## config.mk

```make
export PLATFORM = sky130hd
export DESIGN_NAME = fault_injector
export DESIGN_NICKNAME = d
export VERILOG_FILES = /design/src/rtl/fault_injector.sv
export SDC_FILE = /design/constraint.sdc
export NUM_CORES = 1
export LEC_CHECK = 0
export CORE_MARGIN = 8
export CORE_UTILIZATION = 51
export CTS_BUF_LIST = sky130_fd_sc_hd__clkbuf_8
export CTS_CLUSTER_DIAMETER = 80
export DETAILED_ROUTE_END_ITERATION = 6
export PLACE_DENSITY = 0.89
export SETUP_SLACK_MARGIN = 0.3
export SKIP_CTS_REPAIR_TIMING = 1
export SLEW_MARGIN = 20
export SYNTH_ARGS = -nofsm -noshare
export SYNTH_HDL_FRONTEND = slang
export SYNTH_SLANG_ARGS = --single-unit
```

## constraint.sdc

```tcl
create_clock -name clk -period 6.3 [get_ports clk]
set_clock_uncertainty 0.2 [all_clocks]
set_input_delay 1.26 -clock clk [delete_from_list [all_inputs] [get_ports clk]]
set_output_delay 1.26 -clock clk [all_outputs]
set_load 0.1 [all_outputs]
```

## src/rtl/fault_injector.sv

```systemverilog
// fault_injector: scheduled single-bit fault injection on a data path.
// Each fault waits interval+1 cycles, advances the external LFSR, samples
// an address and a one-hot bit mask from it, then holds the flip for
// max(duration,1) cycles. A campaign runs num_faults faults and pulses done.
// Ports:
//   clk, rst_i (async, active-high)
//   start_i, stop_i, num_faults_i, interval_i, duration_i : campaign control
//   lfsr_i / lfsr_en_o                                   : LFSR value / advance
//   data_i / data_o                                      : clean / faulted data
//   fault_addr_o, fault_mask_o, fault_valid_o            : active fault
//   busy_o, done_o, fault_cnt_o                          : campaign status
module fault_injector #(
  parameter int unsigned N_bits = 8,
  parameter int unsigned DATA_W = 32,
  parameter int unsigned ADDR_W = 3
) (
  input  logic              clk,
  input  logic              rst_i,
  input  logic              start_i,
  input  logic              stop_i,
  input  logic [7:0]        num_faults_i,
  input  logic [7:0]        interval_i,
  input  logic [3:0]        duration_i,
  input  logic [N_bits-1:0] lfsr_i,
  output logic              lfsr_en_o,
  input  logic [DATA_W-1:0] data_i,
  output logic [DATA_W-1:0] data_o,
  output logic [ADDR_W-1:0] fault_addr_o,
  output logic [DATA_W-1:0] fault_mask_o,
  output logic              fault_valid_o,
  output logic              busy_o,
  output logic              done_o,
  output logic [7:0]        fault_cnt_o
);

  localparam int unsigned SEL_W = $clog2(DATA_W);

  typedef enum logic [2:0] {
    ST_IDLE,
    ST_WAIT,
    ST_SAMPLE,
    ST_INJECT,
    ST_DONE
  } state_t;

  state_t              r_state;
  state_t              w_next;

  logic [7:0]          r_num_q;
  logic [7:0]          r_interval_q;
  logic [3:0]          r_duration_q;
  logic [7:0]          r_cnt;
  logic [7:0]          r_fault_cnt;
  logic [ADDR_W-1:0]   r_addr;
  logic [DATA_W-1:0]   r_mask;

  logic [3:0]          w_dur_eff;
  logic                w_wait_last;
  logic                w_inj_last;
  logic                w_last_fault;
  logic [DATA_W-1:0]   w_mask;

  // A zero duration still injects for one cycle.
  assign w_dur_eff    = (r_duration_q == 4'd0) ? 4'd1 : r_duration_q;
  assign w_wait_last  = (r_cnt == r_interval_q);
  assign w_inj_last   = (r_cnt == {4'd0, w_dur_eff - 4'd1});
  assign w_last_fault = ((r_fault_cnt + 8'd1) == r_num_q);

  always_comb begin
    w_mask = '0;
    w_mask[lfsr_i[SEL_W-1:0]] = 1'b1;
  end

  always_ff @(posedge clk or posedge rst_i) begin
    if (rst_i) r_state <= ST_IDLE;
    else       r_state <= w_next;
  end

  always_comb begin
    w_next    = r_state;
    lfsr_en_o = 1'b0;
    case (r_state)
      ST_IDLE: begin
        if (start_i && !stop_i)
          w_next = (num_faults_i == 8'd0) ? ST_DONE : ST_WAIT;
      end
      ST_WAIT: begin
        if (stop_i) w_next = ST_IDLE;
        else if (w_wait_last) begin
          lfsr_en_o = 1'b1;
          w_next    = ST_SAMPLE;
        end
      end
      ST_SAMPLE: w_next = stop_i ? ST_IDLE : ST_INJECT;
      ST_INJECT: begin
        if (stop_i) w_next = ST_IDLE;
        else if (w_inj_last) w_next = w_last_fault ? ST_DONE : ST_WAIT;
      end
      ST_DONE:   w_next = ST_IDLE;
      default:   w_next = ST_IDLE;
    endcase
  end

  always_ff @(posedge clk or posedge rst_i) begin
    if (rst_i) begin
      r_num_q      <= '0;
      r_interval_q <= '0;
      r_duration_q <= '0;
      r_cnt        <= '0;
      r_fault_cnt  <= '0;
      r_addr       <= '0;
      r_mask       <= '0;
    end else begin
      case (r_state)
        ST_IDLE: begin
          if (start_i && !stop_i) begin
            r_num_q      <= num_faults_i;
            r_interval_q <= interval_i;
            r_duration_q <= duration_i;
            r_fault_cnt  <= '0;
            r_cnt        <= '0;
          end
        end
        ST_WAIT: r_cnt <= w_wait_last ? 8'd0 : r_cnt + 8'd1;
        ST_SAMPLE: begin
          if (!stop_i) begin
            r_addr <= lfsr_i[N_bits-1 -: ADDR_W];
            r_mask <= w_mask;
            r_cnt  <= '0;
          end
        end
        ST_INJECT: begin
          if (!stop_i) begin
            if (w_inj_last) begin
              r_cnt       <= '0;
              r_fault_cnt <= r_fault_cnt + 8'd1;
            end else begin
              r_cnt <= r_cnt + 8'd1;
            end
          end
        end
        default: ;
      endcase
    end
  end

  assign fault_valid_o = (r_state == ST_INJECT);
  assign busy_o        = (r_state == ST_WAIT) || (r_state == ST_SAMPLE) ||
                         (r_state == ST_INJECT);
  assign done_o        = (r_state == ST_DONE);
  assign fault_addr_o  = r_addr;
  assign fault_mask_o  = r_mask;
  assign fault_cnt_o   = r_fault_cnt;
  assign data_o        = data_i ^ (fault_valid_o ? r_mask : '0);

endmodule

```

==> impl_metrics.ini, run 1 <==
[pwr]
p_leak_uw = 0.00241
ir_drop_v = 0.000144
power.density_nw_per_um2 = 255

[grt]
grt_start_max_net_pins = 75
antenna_found_initial = 0
gr-total-overflow = 0
gr-usage-all-layers_pct = 21.2
grt_pass1_vias = 3884
grt_pass1_wl_um = 19500

[drt]
dr.pass1.iters = 5
route.detailed.drc = 0
vias_per_cell = 5.47
ant_nets = 0
first_iter_violations = 282
met2_length_um = 5900
top_layer_used = met4
dr_wl_met3_um = 933
vias = 3917
routed_wl_um = 12100
drt-met1-wl_um = 5050
wl_per_cell_um = 16.9

[synthesis]
ys_seq_elements = 74
synth.area.top_cells = dfrtp_1, nand2_1, xnor2_1
yosysTopAreaCell = dfrtp_1
synth_common_cells = nand2_1, dfrtp_1, xnor2_1, o21ai_0, clkbuf_1
synth_edf_count = 0
netlist_area_um2 = 4120
synth_nets = 543
yosys_warnings = 0
synthArstFlopShare_pct = 100
avgSynthCellArea_um2 = 8.65
synth.top_cell.area_share_pct = 45.0
yosysMostFrequentCell = nand2_1
synth_cell_types = 54
ys_seq_area_share_pct = 45.0
synthFlopType = dfrtp_1
synth_cells = 476

[timing]
worst_pin_slew_ps = 1020
fmax_ghz = 0.213
relSlewSlack_pct = 32.1
finalCritPeriodShare_pct = 74.5
rsz0062_at_grt = no
setup_viol_count_final = 0
tns_ps = 0
report.final.slew_viol_count = 0
hold_violations = 0
layout_min_cycle_time_ps = 4690

[worst_setup_path]
arrival_ps = 3230
critPathLaunchType = primary input
worst_setup_path_end_kind = output pin
path_max_fanout = 7
startpoint = stop_i
crit_type = in -> out
r2r-start = r_duration_q[3]$_DFFE_PP0P_
critical_path_required_ps = 4840

[floorplan]
initial_utilization_pct = 53.0
pin_count = 143
die_w_um = 106
num_rows = 32
die_area_um2 = 11200
core-area_um2 = 7770
die-height_um = 106

[layout]
drive_gt1_share_pct = 5.37
multiInputGateArea_um2 = 2130
seqCellArea_um2 = 1850
fillers = 580
diodes = 0
syn2layout_area_growth_pct = 40.5
final_core_util_pct = 74.5
final_nets = 677

[placed_design]
gp_routability_congestion = 0.875
dp.final_hpwl_um = 9410
portBuffers = 142

[clock_tree]
numCtsBuffers = 9
htreeDepth = 3
cts_tree = yes
clk_latency_ps = 350
clockBufferDepth = 2
cts_sinks = 74
clk_pin_slew_ps = 80
cts_root_buf = clkbuf_8

[outcome]
status = finished, final reports clean

[min_path]
hold_class = reg -> reg
worst_hold_startpoint = fault_addr_o[1]$_DFFE_PP0P_

[flow_run]
drv_cap = 0
## registers in the layout (all words and copies together) (netlist names)
register      count
fault_addr_o      3
fault_cnt_o       8
fault_mask_o     32
r_cnt             8
r_duration_q      4
r_interval_q      8
r_num_q           8
r_state           3
## layout make-up
class,count,area share [%]
Multi-Input combinational cell,368,36.8
Sequential cell,74,32.0
Timing Repair Buffer,145,25.0
Tap cell,102,2.21
Clock buffer,9,2.14
Clock inverter,6,1.17
Inverter,12,0.778
## cells in the final DEF (no fill, tap or decap), drive strengths merged, types with 5 or more instances in the layout
master,netlist,final
nor4,5,5
nand2,155,155
mux2i,7,7
nand2b,6,6
inv,12,13
clkdlybuf4s50,0,142
o21ai,43,43
nand3,14,14
a21oi,5,5
xnor2,46,46
dfrtp,74,74
xor2,5,5
clkbuf,14,9
nor2,9,9
nor3b,5,5
nor3,11,11
## per-layer routing
metal | up-vias | track usage, %
met5 | - | 0
met4 | 0 | 6.33
met3 | 20 | 7.06
met2 | 167 | 35.7
met1 | 1862 | 25.1
li1 | 1868 | -
## worst max-delay path, cell delays in order
cell and delay [ps]:
clkdlybuf4s50_1 570, nor3_1 230, clkdlybuf4s50_1 1160
## kinds of logic (layout without fill, tap and decap cells)
| group | Yosys count | in the layout | synth area share (%) |
|---|---|---|---|
| and+or+nand+nor | 230 | 230 | 26.1 |
| AOI/OAI and AO/OA | 76 | 76 | 11.5 |
| DFF | 74 | 74 | 45.0 |
| xor gates and xnor gates | 51 | 51 | 11.0 |
| buffers and inverters | 34 | 172 | 3.55 |
| muxes | 8 | 8 | 1.98 |
| adders and majority gates | 3 | 3 | 0.912 |
## worst paths after layout
path / to / slack [ps] / depth (start not counted)
min reg2reg: fault_addr_o[1]$_DFFE_PP0P_ / 290 / 2
min in group asynchronous: fault_mask_o[26]$_DFFE_PP0P_ / 1310 / 3
max in group asynchronous: r_cnt[3]$_DFFE_PP0P_ / 3990 / 3
max: lfsr_en_o / 1610 / 3
max reg2reg: fault_cnt_o[7]$_DFFE_PP0P_ / 3280 / 9
min: fault_addr_o[1]$_DFFE_PP0P_ / 290 / 2
## where the power goes
part	leakage [uW]	total [uW]	internal, uW	switching [uW]
clock network	0.0000917	362	182	180
logic	0.00132	539	168	371
registers	0.000996	577	526	50.7
## per-stage QoR
| step | hold slack, ps | instance area [um^2] | power, uW | cells | worst slack, ps |
|---|---|---|---|---|---|
| final | 288 | 5790 | 1480 | 716 | 1610 |
| after detailed placement | 271 | 5600 | 1120 | 701 | 1610 |
| after global routing | 331 | 5790 | 1550 | 716 | 1420 |
| after CTS | 292 | 5790 | 1490 | 716 | 1580 |
| after global placement | 262 | 5590 | 1110 | 701 | 1630 |
| after floorplan | 255 | 4120 | 967 | 476 | 1070 |
Power figures use the tool's default switching activity.
==> run 2, diff against run 1 <==
- CORE_UTILIZATION: 51 -> 47
- PLACE_DENSITY: 0.89 -> 0.83
- clock period: 6.3 -> 4.8 ns (I/O delays scaled with it)
==> run 2 against run 1 <==
Net effect:
- worst setup slack lost 650 ps
- sequential power grew 31%
- cell count grew 0.98%
- clock power grew 28%
- worst hold slack gained 4.4 ps
- utilization shrank 7.4 points
- combinational power grew 30%
- via count shrank 1.7%
- critical path type is now reg -> out
- critical endpoint is now fault_valid_o
==> impl_metrics.ini, run 2 (synthesis results as in run 1) <==
[drt]
routed_wl_um = 11600
vias = 3850
route.detailed.drc = 0
dr.pass1.iters = 4
wl_per_cell_um = 16.1
first_iter_violations = 171
vias_per_cell = 5.33
ant_nets = 0

[layout]
diodes = 0
final_nets = 678
largest_reg_flops = 32
fin_area_um2 = 5770
stdcell_count = 723
layout_common_cells = nand2_1, clkdlybuf4s50_1, dfrtp_1
drive_gt1_share_pct = 12.0
syn2layout_area_growth_pct = 40.0
layout_commonest_cell = nand2_1

[timing]
rsz0062_at_grt = no
worst_pin_slew_ps = 999
finalCritPeriodShare_pct = 80.1
layout_min_cycle_time_ps = 3850
setup_viol_count_final = 0
report.final.slew_viol_count = 0
tns_ps = 0
relSlewSlack_pct = 33.2
fmax_ghz = 0.260
hold_violations = 0
hold_slack_ps = 293

[clock_tree]
numCtsBuffers = 9
cts_root_buf = clkbuf_8
cts_sinks = 74
clockBufferDepth = 2
htreeDepth = 3
clk_pin_slew_ps = 70
cts_tree = yes
clk_latency_ps = 350

[pwr]
power.density_nw_per_um2 = 333
netSwitchingFraction_pct = 40.5
pwr-share-clk_pct = 24.0
p_int_uw = 1140
p_sw_uw = 778
total_power_uw = 1920
p_leak_uw = 0.00250
p_comb_share_pct = 36.6
power.share.sequential_pct = 39.4
ir_drop_v = 0.000248

[min_path]
hold_class = reg -> reg

[worst_setup_path]
worst_setup_path_end_kind = output pin
slowest_stage = clkdlybuf4s50_1
crit_type = reg -> out
critical_path_required_ps = 3640
critPathLaunchType = flop
path_cells = nand2_1 -> nor2_2 -> buf_4 -> clkdlybuf4s50_1
arrival_ps = 2690
path_buf_inv = 2
max_stage_delay_ps = 1210
crit_family = buffers and inverters
path_max_fanout = 36

[flow_run]
drv_cap = 0

[grt]
gr-total-overflow = 0
antenna_found_initial = 0
gr-usage-all-layers_pct = 19.6
grt_start_max_net_pins = 43
grt_pass1_wl_um = 18900
grt_pass1_vias = 3896

[placed_design]
dp_cells = 708
place_area_um2 = 5580
portBuffers = 142
gp_routability_congestion = 0.862
dp.final_hpwl_um = 9080

[floorplan]
num_rows = 34
die_w_um = 110
pin_count = 143
core-area_um2 = 8590
die-height_um = 110
initial_utilization_pct = 47.9
die_area_um2 = 12000

[outcome]
status = finished, final reports clean
-- run 2: final timing paths --
kind	from	endpoint	slack [ps]	cells past startpoint
max	r_state[1]$_DFFE_PP0P_	fault_valid_o	950	4
max reg2reg	r_duration_q[3]$_DFFE_PP0P_	fault_cnt_o[7]$_DFFE_PP0P_	1840	9
min in group asynchronous	rst_i	fault_mask_o[24]$_DFFE_PP0P_	800	2
max in group asynchronous	rst_i	r_state[1]$_DFFE_PP0P_	2600	3
min reg2reg	fault_addr_o[0]$_DFFE_PP0P_	fault_addr_o[0]$_DFFE_PP0P_	290	2
min	fault_addr_o[0]$_DFFE_PP0P_	fault_addr_o[0]$_DFFE_PP0P_	290	2
-- run 2: routing by layer --
metal	vias to the layer above	GRT usage [%]	routed length [um]
met5	-	0	0
met4	0	5.98	113
met3	14	4.69	982
met2	145	33.5	5530
met1	1819	23.9	4990
li1	1872	-	-
-- run 2: per-stage QoR --
step / worst slack (ps) / utilization, %
2_1_floorplan: 319 / -
3_3_place_gp: 1310 / 65.0
3_5_place_dp: 1210 / 65.0
4_1_cts: 953 / 67.1
5_1_grt: 821 / 67.1
6_report: 954 / 67.1
-- run 2: worst register-to-register path: cells and delay by family, from the launching register on --
family | cells | cell delay, ps
xor+xnor | 1 | 130
compound gates | 3 | 650
flops | 1 | 430
fa+ha+maj | 1 | 300
simple gates | 3 | 710
mux | 1 | 420
-- run 2: area by class of cell --
type / instances / area [um^2]
clock inverter: 6 / 60.1
inverter: 12 / 45.0
tap: 108 / 135
fill: 676 / 2830
sequential: 74 / 1850
clock buffer: 9 / 124
multi-input combinational: 368 / 2180
timing repair buffer: 146 / 1370
-- run 2: power by group through the flow --
stage	registers [uW]	logic [uW]	clock network, uW
global route	767	749	491
finish	757	702	462
detailed placement	769	704	0
floorplan	929	343	0
global placement	767	693	0
CTS	757	706	465
==> run 3, diff against run 2 <==
- CORE_UTILIZATION: 47 -> 43
- PLACE_DENSITY: 0.83 -> 0.8
- clock period: 4.8 -> 3.36 ns (I/O delays scaled with it)
==> run 3 against run 2 <==
Net effect:
- sequential cell count stayed put
- worst setup slack lost 630 ps
- utilization rose by 5.9 points
- routed wire length is 10% higher
- global-route usage increased by 0.38 points
- sequential share of layout area down 4.6 points
- critical path type unchanged
- critical endpoint is now lfsr_en_o
==> impl_metrics.ini, run 3 (synthesis results as in run 1) <==
[worst_setup_path]
critPathLaunchType = flop
path_max_fanout = 5
worst_setup_path_end_kind = output pin
critical_path_required_ps = 2490
crit_type = reg -> out
arrival_ps = 2170

[layout]
largest_reg_flops = 32
final_nets = 686
fin_area_um2 = 6770
fillers = 685
layout_commonest_cell = nand2_1
drive_gt1_share_pct = 26.6
layout_common_cells = nand2_1, dfrtp_1, clkdlybuf4s50_1
diodes = 0
syn2layout_area_growth_pct = 64.5

[timing]
setup_slack_ps = 322
hold_violations = 0
tns_ps = 0
rsz0062_at_grt = yes
fmax_ghz = 0.329
relSlewSlack_pct = 54.3
report.final.slew_viol_count = 0
setup_viol_count_final = 0
worst_pin_slew_ps = 685
finalCritPeriodShare_pct = 90.4
layout_min_cycle_time_ps = 3040

[grt]
gr-total-overflow = 0
grt_pass1_vias = 4013
grt_start_max_net_pins = 43
grt_pass1_wl_um = 20700
antenna_found_initial = 0
gr-usage-all-layers_pct = 20.0

[placed_design]
gp_routability_congestion = 0.901
portBuffers = 142
dp.final_hpwl_um = 10000
post-place-ws_ps = 448
place_area_um2 = 6460

[clock_tree]
cts_root_buf = clkbuf_8
cts_tree = yes
cts_sinks = 74
numCtsBuffers = 9
htreeDepth = 3
clk_pin_slew_ps = 90
clockBufferDepth = 2
clk_latency_ps = 350

[pwr]
power.density_nw_per_um2 = 449
p_leak_uw = 0.00301
ir_drop_v = 0.000302

[floorplan]
die-height_um = 114
initial_utilization_pct = 44.4
core-area_um2 = 9280
num_rows = 35
die_area_um2 = 13000
die_w_um = 114
pin_count = 143

[drt]
wl_per_cell_um = 17.1
routed_wl_um = 12800
vias_per_cell = 5.32
dr.pass1.iters = 5
vias = 3997
ant_nets = 0
first_iter_violations = 241
route.detailed.drc = 0

[outcome]
status = finished, final reports clean

[flow_run]
drv_cap = 0

[min_path]
hold_class = reg -> reg
run 3: worst paths after layout:
check	cells past startpoint	from	slack, ps	endpoint
setup reg to reg	10	r_duration_q[3]$_DFFE_PP0P_	650	fault_cnt_o[7]$_DFFE_PP0P_
min in group asynchronous	2	rst_i	540	fault_mask_o[16]$_DFFE_PP0P_
setup / recovery	7	r_cnt[7]$_DFFE_PP0P_	320	lfsr_en_o
max in group asynchronous	3	rst_i	1730	r_cnt[7]$_DFFE_PP0P_
hold reg to reg	2	fault_addr_o[1]$_DFFE_PP0P_	290	fault_addr_o[1]$_DFFE_PP0P_
hold / removal	2	fault_addr_o[1]$_DFFE_PP0P_	290	fault_addr_o[1]$_DFFE_PP0P_
run 3: area by class of cell:
type	instances	area [um^2]	share of cell area [%]
clock inverters	6	115	1.70
flip-flops and latches	74	1860	27.5
well taps	129	161	2.38
inverters	12	45.0	0.665
clock buffers	9	124	1.83
multi-input cells	368	2730	40.3
repair buffers	154	1740	25.7
run 3: report_power, final:
| group | internal [uW] | leakage (uW) | switching [uW] |
|---|---|---|---|
| clock | 493 | 0.000116 | 336 |
| sequential | 987 | 0.000985 | 98.4 |
| combinational | 392 | 0.00191 | 737 |
run 3: per-layer routing:
metal  wire length, um  part of all wire, %  track usage, %  vias up
li1                  -                    -               -     1885
met5                 0                    0               0        -
met2              6390                   50            34.2      169
met4               161                  1.3            5.24        0
met1              5340                   42            24.2     1927
met3               936                  7.3            5.44       16
run 3: critical path: stages (launching register included):
cell and delay [ps]:
dfrtp_2 460, xnor2_2 180, nand4_1 160, nor4_4 320
and2_4 200, inv_1 60, nor3_4 230, buf_12 210
run 3: stage by stage:
step / total power, uW / cells / hold slack [ps] / utilization (%)
after global placement: 2180 / 734 / 266 / 69.6
after global routing: 3190 / 752 / 329 / 73.0
after detailed placement: 2210 / 734 / 272 / 69.6
after CTS: 3040 / 749 / 294 / 72.1
after floorplan: 1850 / 476 / 255 / -
final: 3040 / 752 / 290 / 73.0
==> edit, RTL diff (flow settings as in run 2) <==
Set the parameter `ADDR_W` to 4 (it was 3).
--- a/src/rtl/fault_injector.sv
+++ b/src/rtl/fault_injector.sv
@@ -12,7 +12,7 @@
 module fault_injector #(
   parameter int unsigned N_bits = 8,
   parameter int unsigned DATA_W = 32,
-  parameter int unsigned ADDR_W = 3
+  parameter int unsigned ADDR_W = 4
 ) (
   input  logic              clk,
   input  logic              rst_i,
Interface: changed (resized fault_addr_o); port bits go from 143 to 144. The function was not compared with the original's and may differ.
==> edit against run 2 <==
Synthesized area shrank 1.3%. Power decreased by 4.3%. Register-to-register slack better by 0.17 ns. Sequential cell count rose by 1. Count of clock-buffer cells in the layout unchanged. Setup slack improved by 0.24 ns. Non-clock buffer count grew 2. Wire length down 3.7%. Core utilization is 0.27 points lower. Design area fell by 0.89%. Largest power group unchanged.
==> edit: results (changes against run 2) <==
Run status
  – Status: completed

Synthesis
  – Most instantiated cells after synthesis: nand2_1 (86), dfrtp_1 (75), xnor2_1 (53)
  – Synth Net Count: 492 (-9.4%)
  – Synth area leaders: dfrtp_1 (46%), xnor2_1 (11%), nand2_1 (7.9%)
  – Gate Count Post-Synth: 425 (-11%)
  – Synth Register Bits: 75 (+1.4%)

Worst setup path
  – Worst reg2reg startpoint: r_duration_q[1]
  – Flop-to-flop setup slack: 2.01 ns (+0.17 ns)
  – Worst-path fanout max: 12 (-67%)
  – R2r endpoint: r_cnt[2]
  – End of the critical path: done_o
  – Worst path arrival time: 2.44 ns (-0.25 ns)

Floorplanning
  – Core area: 8550 um2 (-0.50%)

Layout
  – Final clock-cell share: 3.57% (+0.38 points)
  – Fraction of area in multi-input gates: 36.3% (-1.5 points)
  – Fraction of area in non-clock buffers: 24.2% (+0.48 points)
  – FF+latch area: 1880 um2 (+1.4%)
  – Buffers outside the clock class: 148 (+1.4%)
  – Share of layout cells above drive strength 1: 16.8% (+4.7 points)

Placement
  – Pre-CTS setup slack: 1.44 ns (+0.228 ns)
  – Port-buffer cells: 143 (+0.70%)
  – Placed wire-length estimate: 8660 um (-4.6%)
  – GP Congestion: 0.855 (-0.80%)
  – DP Area: 5510 um2 (-1.3%)
  – Placed insts: 659 (-6.9%)

Detailed routing
  – Drt first pass iters: 5 (+1)
  – Wire per inst: 16.6 um (+3.2%)
  – Vias/cell: 5.19 (-2.5%)
  – Initial DRC count: 185 (+8.2%)

STA
  – Worst slew pin tran: 1.01 ns (+0.0156 ns)

Power
  – IR drop worst, VDD: 0.343 mV (+38%)

Global routing
  – Number of global-route vias before repair: 3440 (-12%)

Worst hold path
  – Hold Crit Endpoint: fault_addr_o[2]
  – HP Start: fault_addr_o[2]
[edit: report_power, final]
part	leakage (nW)	internal (W)	switching [W]
combinational	1.28	0.000213	0.000356
sequential	0.997	0.000693	0.0000735
clock	0.0973	0.000248	0.000256
total	2.38	0.00115	0.000685
[edit: routing by layer]
metal  up-vias  global-route usage, %  share of wire (%)
met5         -                      0                  0
met4         0                   4.79                1.3
met3        11                   3.96                5.3
met2        88                   32.2                 53
met1      1675                   22.6                 41
li1       1730                      -                  -
[edit: logic make-up after synthesis]
group / Yosys count / synth area share [%]
simple gates: 164 / 18.9
mux: 22 / 6.03
compound gates: 68 / 10.7
flops: 75 / 46.2
xor+xnor: 60 / 12.9
buf+inv: 33 / 4.37
fa+ha+maj: 3 / 0.924
[edit: critical path, stage by stage (launching register included)]
cell and delay [ns]:
dfrtp_1 0.51, nor2_1 0.30, and2_1 0.17, clkdlybuf4s50_1 1.13
